**config.mk**
```make
export PLATFORM = sky130hd
export DESIGN_NAME = id_ex_hazard_ctrl
export DESIGN_NICKNAME = d
export VERILOG_FILES = /design/src/rtl/id_ex_hazard_ctrl.sv
export SDC_FILE = /design/constraint.sdc
export NUM_CORES = 1
export LEC_CHECK = 0
export ABC_AREA = 1
export ABC_CLOCK_PERIOD_IN_PS = 4300
export CORE_UTILIZATION = 56
export CTS_CLUSTER_SIZE = 10
export DETAILED_ROUTE_END_ITERATION = 12
export PLACE_DENSITY = 0.87
export SYNTH_ARGS = -nofsm -noshare
export SYNTH_HDL_FRONTEND = slang
export SYNTH_SLANG_ARGS = --single-unit
```
**constraint.sdc**
```tcl
create_clock -name clk -period 4.3 [get_ports clk]
set_clock_uncertainty 0.1 [all_clocks]
set_input_delay 0.645 -clock clk [delete_from_list [all_inputs] [get_ports clk]]
set_output_delay 0.645 -clock clk [all_outputs]
set_load 0.005 [all_outputs]
```
**src/rtl/id_ex_hazard_ctrl.sv**
```systemverilog
// id_ex_hazard_ctrl: RAW scoreboard and stall/bubble/flush/freeze sequencing for the ID/EX register
module id_ex_hazard_ctrl #(
  parameter int DEPTH = 3,
  parameter int CNT_W = 16
) (
  input  logic             clk,
  input  logic             reset,
  input  logic             id_valid,
  input  logic [4:0]       id_rs1_addr,
  input  logic             id_rs1_used,
  input  logic [4:0]       id_rs2_addr,
  input  logic             id_rs2_used,
  input  logic [4:0]       id_rd_addr,
  input  logic             id_rd_we,
  input  logic             ex_branch_taken,
  input  logic             mem_busy,
  output logic             stall_if_id,
  output logic             bubble_id_ex,
  output logic             flush_if_id,
  output logic             freeze,
  output logic [1:0]       state,
  output logic [CNT_W-1:0] stall_count
);
  typedef enum logic [1:0] {RUN, STALL, FLUSH, FROZEN} state_t;
  state_t state_q, next_state;
  logic [DEPTH-1:0] sb_v;
  logic [4:0] sb_a [DEPTH];
  logic h1, h2, hazard, push_v;
  always_comb begin
    h1 = 1'b0;
    h2 = 1'b0;
    for (int i = 0; i < DEPTH; i++) begin
      h1 = h1 | (sb_v[i] && sb_a[i] == id_rs1_addr);
      h2 = h2 | (sb_v[i] && sb_a[i] == id_rs2_addr);
    end
  end
  assign hazard = id_valid & ((id_rs1_used & |id_rs1_addr & h1) | (id_rs2_used & |id_rs2_addr & h2));
  always_comb begin
    next_state   = mem_busy ? FROZEN : ex_branch_taken ? FLUSH : hazard ? STALL : RUN;
    stall_if_id  = !reset && next_state == STALL;
    flush_if_id  = !reset && next_state == FLUSH;
    freeze       = !reset && next_state == FROZEN;
    bubble_id_ex = reset || next_state == STALL || next_state == FLUSH;
    push_v       = next_state == RUN && id_valid && id_rd_we && |id_rd_addr;
  end
  always_ff @(posedge clk or posedge reset) begin
    if (reset) state_q <= RUN;
    else state_q <= next_state;
  end
  // WB slot is still checked: the register file does not forward its write
  always_ff @(posedge clk or posedge reset) begin
    if (reset) begin
      sb_v <= '0;
      for (int i = 0; i < DEPTH; i++) sb_a[i] <= '0;
      stall_count <= '0;
    end else if (!mem_busy) begin
      sb_v <= {sb_v[DEPTH-2:0], push_v};
      for (int i = DEPTH - 1; i > 0; i--) sb_a[i] <= sb_a[i-1];
      sb_a[0] <= id_rd_addr;
      if (next_state == STALL && !(&stall_count)) stall_count <= stall_count + 1'b1;
    end
  end
  assign state = state_q;
endmodule

```
==> reports/metrics.csv, run 1 <==
stage,metric,value,unit
synthesis,ys_types,27,
finish,post-route-util,0.7269,
route,wl_per_cell,12.16,µm
floorplan,fp.dieArea,4399,µm²
global_route,gr-total-overflow,0,
route,drt_wl_total,5446,µm
route,num_vias,2270,
clocking,cts_tree,yes,
synthesis,synth_mux_area_frac,0,
synthesis,synth_largest_area_cell,dfrtp_1,
critical_path,end_kind,primary output,
clocking,cts-buffers-inserted,5,
clocking,insertion_delay,0.29,ns
timing,period_needed,3.347,ns
critical_path,path_max_fanout,5,
route,routed_via_density,5.067,
clocking,cts.clk_slew.worst_paths,0.07,ns
global_route,grt_pass1_vias,2040,
pwr,cellLeakagePower,1.483,nW
timing,layout_setup_ws,0.9529,ns
global_route,grt_pass1_wl,9039,µm
synthesis,yosysMostFrequentCell,nand2_1,
finish,nFillCells,334,
route,drc,0,
floorplan,io_pins,45,
timing,post-route-period-util,0.7784,
synthesis,syn_inst,350,
global_route,antenna_found_initial,0,
finish,drive_gt1_frac,0.08794,
synthesis,synth_top_cells_by_area,"dfrtp_1, nand2_1, nor2_1",
critical_path,crit_path_start_kind,input port,
synthesis,mappedNetlistNets,374,
place,place_congestion,0.9205,
finish,fin_area,2908,µm²
place,dp_hpwl,4033,µm
timing,rsz0062_at_grt,no,
timing,slew-limit-headroom,0.6973,
timing,worstMarginPinSlew,0.4540,ns
floorplan,die_y,66.33,µm
synthesis,synth_top_area_share,0.3888,
min_path,worstHoldPathType,flop to flop,
floorplan,die_w,66.33,µm
synthesis,ys_warn_count,0,
timing,setup_tns,0,ns
pwr,p_total,0.8086,mW
synthesis,synth_xor_area_frac,0.05292,
finish,area_delta_synth_final,25.49,%
synthesis,syn-mean-instance-area,6.621,µm²
synthesis,synth_compound_area_frac,0.04968,
route,drtIter0Drc,194,
place,port_buffers,44,
finish,final_nets,421,
synthesis,synth_top_family_by_area,simple AND/OR/NAND/NOR gates,
timing,drv_slew,0,
synthesis,yosys.area_share.simple,0.4249,
pwr,peakVddDrop,0.0001875,V
critical_path,crit_type,input port to primary output,
timing,hold_violations,0,
clocking,postCtsHoldBufs,0,
clocking,cts.repair.resized,0,
clocking,cts_setup_buffers,0,
route,first_pass_iters,4,
global_route,grt_usage,0.2726,
synthesis,netlist_top_cells_count,"nand2_1, dfrtp_1, nor2_1, inv_1",
synthesis,synth-edff-count,0,
route,ant_nets,0,
place,place_area,2800,µm²
run,drv_cap,0,
clocking,htreeDepth,2,
clocking,clock_sinks,36,
synthesis,synthAdderAreaFrac,0.005400,
finish,diodes,0,
floorplan,coreArea,4000,µm²
run_status,status,"complete, no violations",
clocking,clockRootBuffer,clkbuf_8,
place,pre_cts_ws,0.9483,ns
floorplan,rows,23,
synthesis,syn_area,2317,µm²
synthesis,async_flop_share,1.000,
clocking,cts_max_path_buffers,2,
synthesis,synthFlopType,dfrtp_1,
pwr,p_per_area,278.1,nW/µm²
timing,setup_viol,0,
synthesis,ys_seq_area_frac,0.3888,
global_route,grt_max_degree,37,
floorplan,start_util,0.5793,
synthesis,synth.ff_latch_count,36,
timing,max_freq,298.8,MHz
critical_path,critPathArrivalTime,2.60,ns
critical_path,worstPathRequired,3.56,ns
==> metrics by stage <==
stage | std cells | hold WS (ns)
2_1_floorplan | 350 | 0.3692
3_3_place_gp | 440 | 0.3964
3_5_place_dp | 440 | 0.4105
4_1_cts | 448 | 0.4282
5_1_grt | 448 | 0.4476
6_report | 448 | 0.4300
==> cell usage in the layout (no fill, tap or decap), types with 3 or more instances in the layout <==
cell type	count
nand3_1	16
o21ai_1	10
clkdlybuf4s50_1	44
xnor2_1	5
nor2_1	35
dfrtp_1	36
clkbuf_8	5
xor2_1	9
inv_2	16
o21ai_0	10
nand4_1	3
inv_1	23
nand2_1	164
==> cell type report <==
cell class	instances	area, µm²	share of cell area
Sequential cell	36	900.9	0.3098
Clock inverter	2	35.03	0.01205
Inverter	39	146.4	0.05034
Timing Repair Buffer	46	455.4	0.1566
Tap cell	50	62.56	0.02151
Multi-Input combinational cell	269	1235	0.4247
Clock buffer	6	72.57	0.02496
==> final timing paths <==
kind	from	end	slack (ns)	cells past startpoint
worst min register to register	stall_count[15]$_DFFE_PP0P_	stall_count[15]$_DFFE_PP0P_	0.43	2
worst max register to register	stall_count[0]$_DFFE_PP0P_	stall_count[11]$_DFFE_PP0P_	2.48	9
min in group asynchronous	reset	state[1]$_DFF_PP0_	0.80	3
max in group asynchronous	reset	sb_a[11]$_DFFE_PP0N_	2.98	3
worst min-delay path	stall_count[15]$_DFFE_PP0P_	stall_count[15]$_DFFE_PP0P_	0.43	2
worst max-delay path	id_rs2_addr[2]	stall_if_id	0.95	12
==> layer usage <==
layer | routed length [µm] | share of wire | GRT usage
met1 | 2370 | 0.44 | 0.3293
met3 | 249 | 0.046 | 0.05000
met4 | 57 | 0.010 | 0.08511
met2 | 2768 | 0.51 | 0.4860
met5 | 0 | 0 | 0
==> sequential cells by signal (all words and copies together) (netlist names) <==
name	flops
sb_a	15
sb_v	3
stall_count	16
state	2
==> where the power goes <==
group,internal [mW],total (mW),switching (mW),leakage (nW)
registers,0.358,0.380,0.0221,0.473
clock network,0.172,0.295,0.123,0.0552
logic,0.0572,0.134,0.0766,0.955
total,0.587,0.809,0.221,1.48
==> cells by family (layout without fill, tap and decap cells) <==
group                      after synthesis  after routing
AOI/OAI and AO/OA                       22             22
xor gates and xnor gates                14             14
adders and majority gates                1              1
buffers and inverters                   45             93
DFF                                     36             36
and+or+nand+nor                        232            232
==> worst max-delay path, stage by stage <==
cell	delay (ns)
clkdlybuf4s50_1	0.60
inv_2	0.09
nand2_1	0.07
nand2_1	0.07
nor2_1	0.11
nand3_1	0.07
nand3_1	0.08
nand2_2	0.07
nand2_4	0.10
nand3_1	0.10
nor2_1	0.10
clkdlybuf4s50_1	0.50
Note: power is estimated with default switching activity, not from simulation.
==> run 2: changes to the inputs <==
- ABC_CLOCK_PERIOD_IN_PS: 4300 -> 3000
- CORE_UTILIZATION: 56 -> 47
- PLACE_DENSITY: 0.87 -> 0.78
- clock period: 4.3 -> 3 ns (I/O delays scaled with it)
==> run 2 against run 1 <==
Effect of this change: routed wire length up 2.1%; hold slack worse by 0.017 ns; utilization down 10 points; via count up 0.62%; non-clock buffer count up 1; register-to-register slack worse by 1.3 ns; critical path depth unchanged; clock power up 42%.
==> reports/metrics.csv, run 2 (same netlist as run 1, synthesis figures left out) <==
stage,metric,value,unit
clocking,htreeDepth,2,
finish,post-route-util,0.6249,
finish,register_area,900.9,µm²
run,drv_cap,0,
pwr,p_clk_frac,0.362,
timing,period_needed,2.857,ns
finish,regMostFlops,stall_count,
timing,rsz0062_at_grt,no,
route,first_pass_iters,4,
clocking,insertion_delay,0.29,ns
floorplan,start_util,0.4906,
floorplan,die_w,72.22,µm
clocking,cts_tree,yes,
pwr,power_frac_comb,0.165,
route,wl_per_cell,11.93,µm
global_route,gr-total-overflow,0,
place,port_buffers,44,
global_route,grt_usage,0.2434,
timing,worstMarginPinSlew,0.4596,ns
route,ant_nets,0,
finish,diodes,0,
route,drc,0,
clocking,clockRootBuffer,clkbuf_8,
floorplan,coreArea,4723,µm²
min_path,worstHoldPathType,flop to flop,
timing,slew-limit-headroom,0.6936,
pwr,p_int,0.8415,mW
place,place_congestion,0.8873,
pwr,p_seq_frac,0.472,
finish,multi_input_area,1235,µm²
clocking,clock_sinks,36,
clocking,cts-buffers-inserted,5,
global_route,grt_pass1_wl,9729,µm
global_route,antenna_found_initial,0,
place,dp_hpwl,4128,µm
critical_path,crit_type,input port to primary output,
critical_path,path_max_fanout,5,
route,drt_wl_total,5561,µm
timing,post-route-period-util,0.9523,
route,routed_via_density,4.901,
timing,hold_violations,0,
critical_path,reg2reg_depth,13,
timing,hold_ws,0.4132,ns
min_path,hold_path_depth,2,
critical_path,timing.reg2reg.setup_slack,1.16,ns
finish,reg.largest.list,"stall_count (16), sb_a (15), sb_v (3)",
floorplan,rows,25,
min_path,hold_end,sb_a[2]$_DFFE_PP0N_,
finish,final_nets,422,
finish,final_cells,466,
finish,nFillCells,467,
floorplan,fp.dieArea,5215,µm²
critical_path,critPathArrivalTime,2.31,ns
min_path,hold_start,sb_a[2]$_DFFE_PP0N_,
clocking,cts_max_path_buffers,2,
global_route,grt_pass1_vias,2175,
finish,area_delta_synth_final,27.38,%
pwr,power_switching,0.3118,mW
critical_path,crit_path_start_kind,input port,
finish,final_common_cell,nand2_1,
critical_path,reg2reg_from,sb_a[14]$_DFFE_PP0N_,
critical_path,end_kind,primary output,
pwr,peakVddDrop,0.0002236,V
finish,largest_reg_flops,16,
timing,drv_slew,0,
pwr,p_per_area,390.8,nW/µm²
place,dpl.cell_count,458,
run_status,status,"complete, no violations",
place,pre_cts_ws,0.06465,ns
global_route,grt_max_degree,37,
clocking,cts.clk_slew.worst_paths,0.07,ns
timing,setup_tns,0,ns
floorplan,io_pins,45,
critical_path,r2r-end,stall_count[2]$_DFFE_PP0P_,
timing,max_freq,350.0,MHz
pwr,cellLeakagePower,1.543,nW
finish,drive_gt1_frac,0.09023,
timing,setup_viol,0,
finish,final_cell_mix,"nand2_1, clkdlybuf4s50_1, dfrtp_1",
timing,layout_setup_ws,0.1432,ns
route,num_vias,2284,
floorplan,die_y,72.22,µm
pwr,switching_share,0.2704,
critical_path,worstPathRequired,2.45,ns
route,drtIter0Drc,96,
## run 2: layout make-up
cell class,instances,area share
Clock inverter,2,0.01187
Inverter,39,0.04960
Multi-Input combinational cell,269,0.4184
Clock buffer,6,0.02459
Sequential cell,36,0.3052
Timing Repair Buffer,47,0.1619
Tap cell,67,0.02840
## run 2: routing by layer
layer | GRT usage | wire length, µm | vias up
li1 | - | - | 1167
met1 | 0.2952 | 2444 | 1044
met2 | 0.4143 | 2669 | 56
met3 | 0.05000 | 270 | 17
met4 | 0.1155 | 176 | 0
met5 | 0 | 0 | -
## run 2: worst max path at each step
| stage | start | end | slack [ns] |
|---|---|---|---|
| detailed placement | id_rs1_addr[4] | stall_if_id | 0.06 |
| floorplan | reset | bubble_id_ex | 1.04 |
| global route | id_rs2_addr[1] | stall_if_id | 0.002 |
| finish | id_rs2_addr[3] | stall_if_id | 0.14 |
| CTS | id_rs1_addr[4] | stall_if_id | 0.06 |
| global placement | id_rs1_addr[4] | stall_if_id | 0.08 |
## run 2: power groups by stage
stage	clock [mW]	combinational [mW]	sequential, mW
2_1_floorplan	0	0.118	0.544
3_3_place_gp	0	0.190	0.554
3_5_place_dp	0	0.193	0.554
4_1_cts	0.431	0.194	0.545
5_1_grt	0.453	0.220	0.551
6_report	0.418	0.191	0.545
## run 2: stage by stage
step	total power [mW]	instance area, µm²
global placement	0.7440	2829
global route	1.224	2952
finish	1.153	2952
floorplan	0.6627	2317
CTS	1.170	2937
detailed placement	0.7465	2829
## run 2: critical path, stage by stage
cell and delay, ns:
clkdlybuf4s50_1 0.53, inv_2 0.08, nand2_1 0.06, o21ai_0 0.08, nor2_1 0.11, nand3_1 0.07, nand3_1 0.09, nand2_2 0.07
nand2_4 0.06, nand3_1 0.09, nor2_1 0.11, clkdlybuf4s50_1 0.51
## run 2: timing repair
action                                  4_1_cts  5_1_grt
resized for setup                             0        6
hold buffers                                  0        0
endpoints found under the hold margin         0        0
buffers inserted                              0        0
endpoints found under the setup margin        0        2
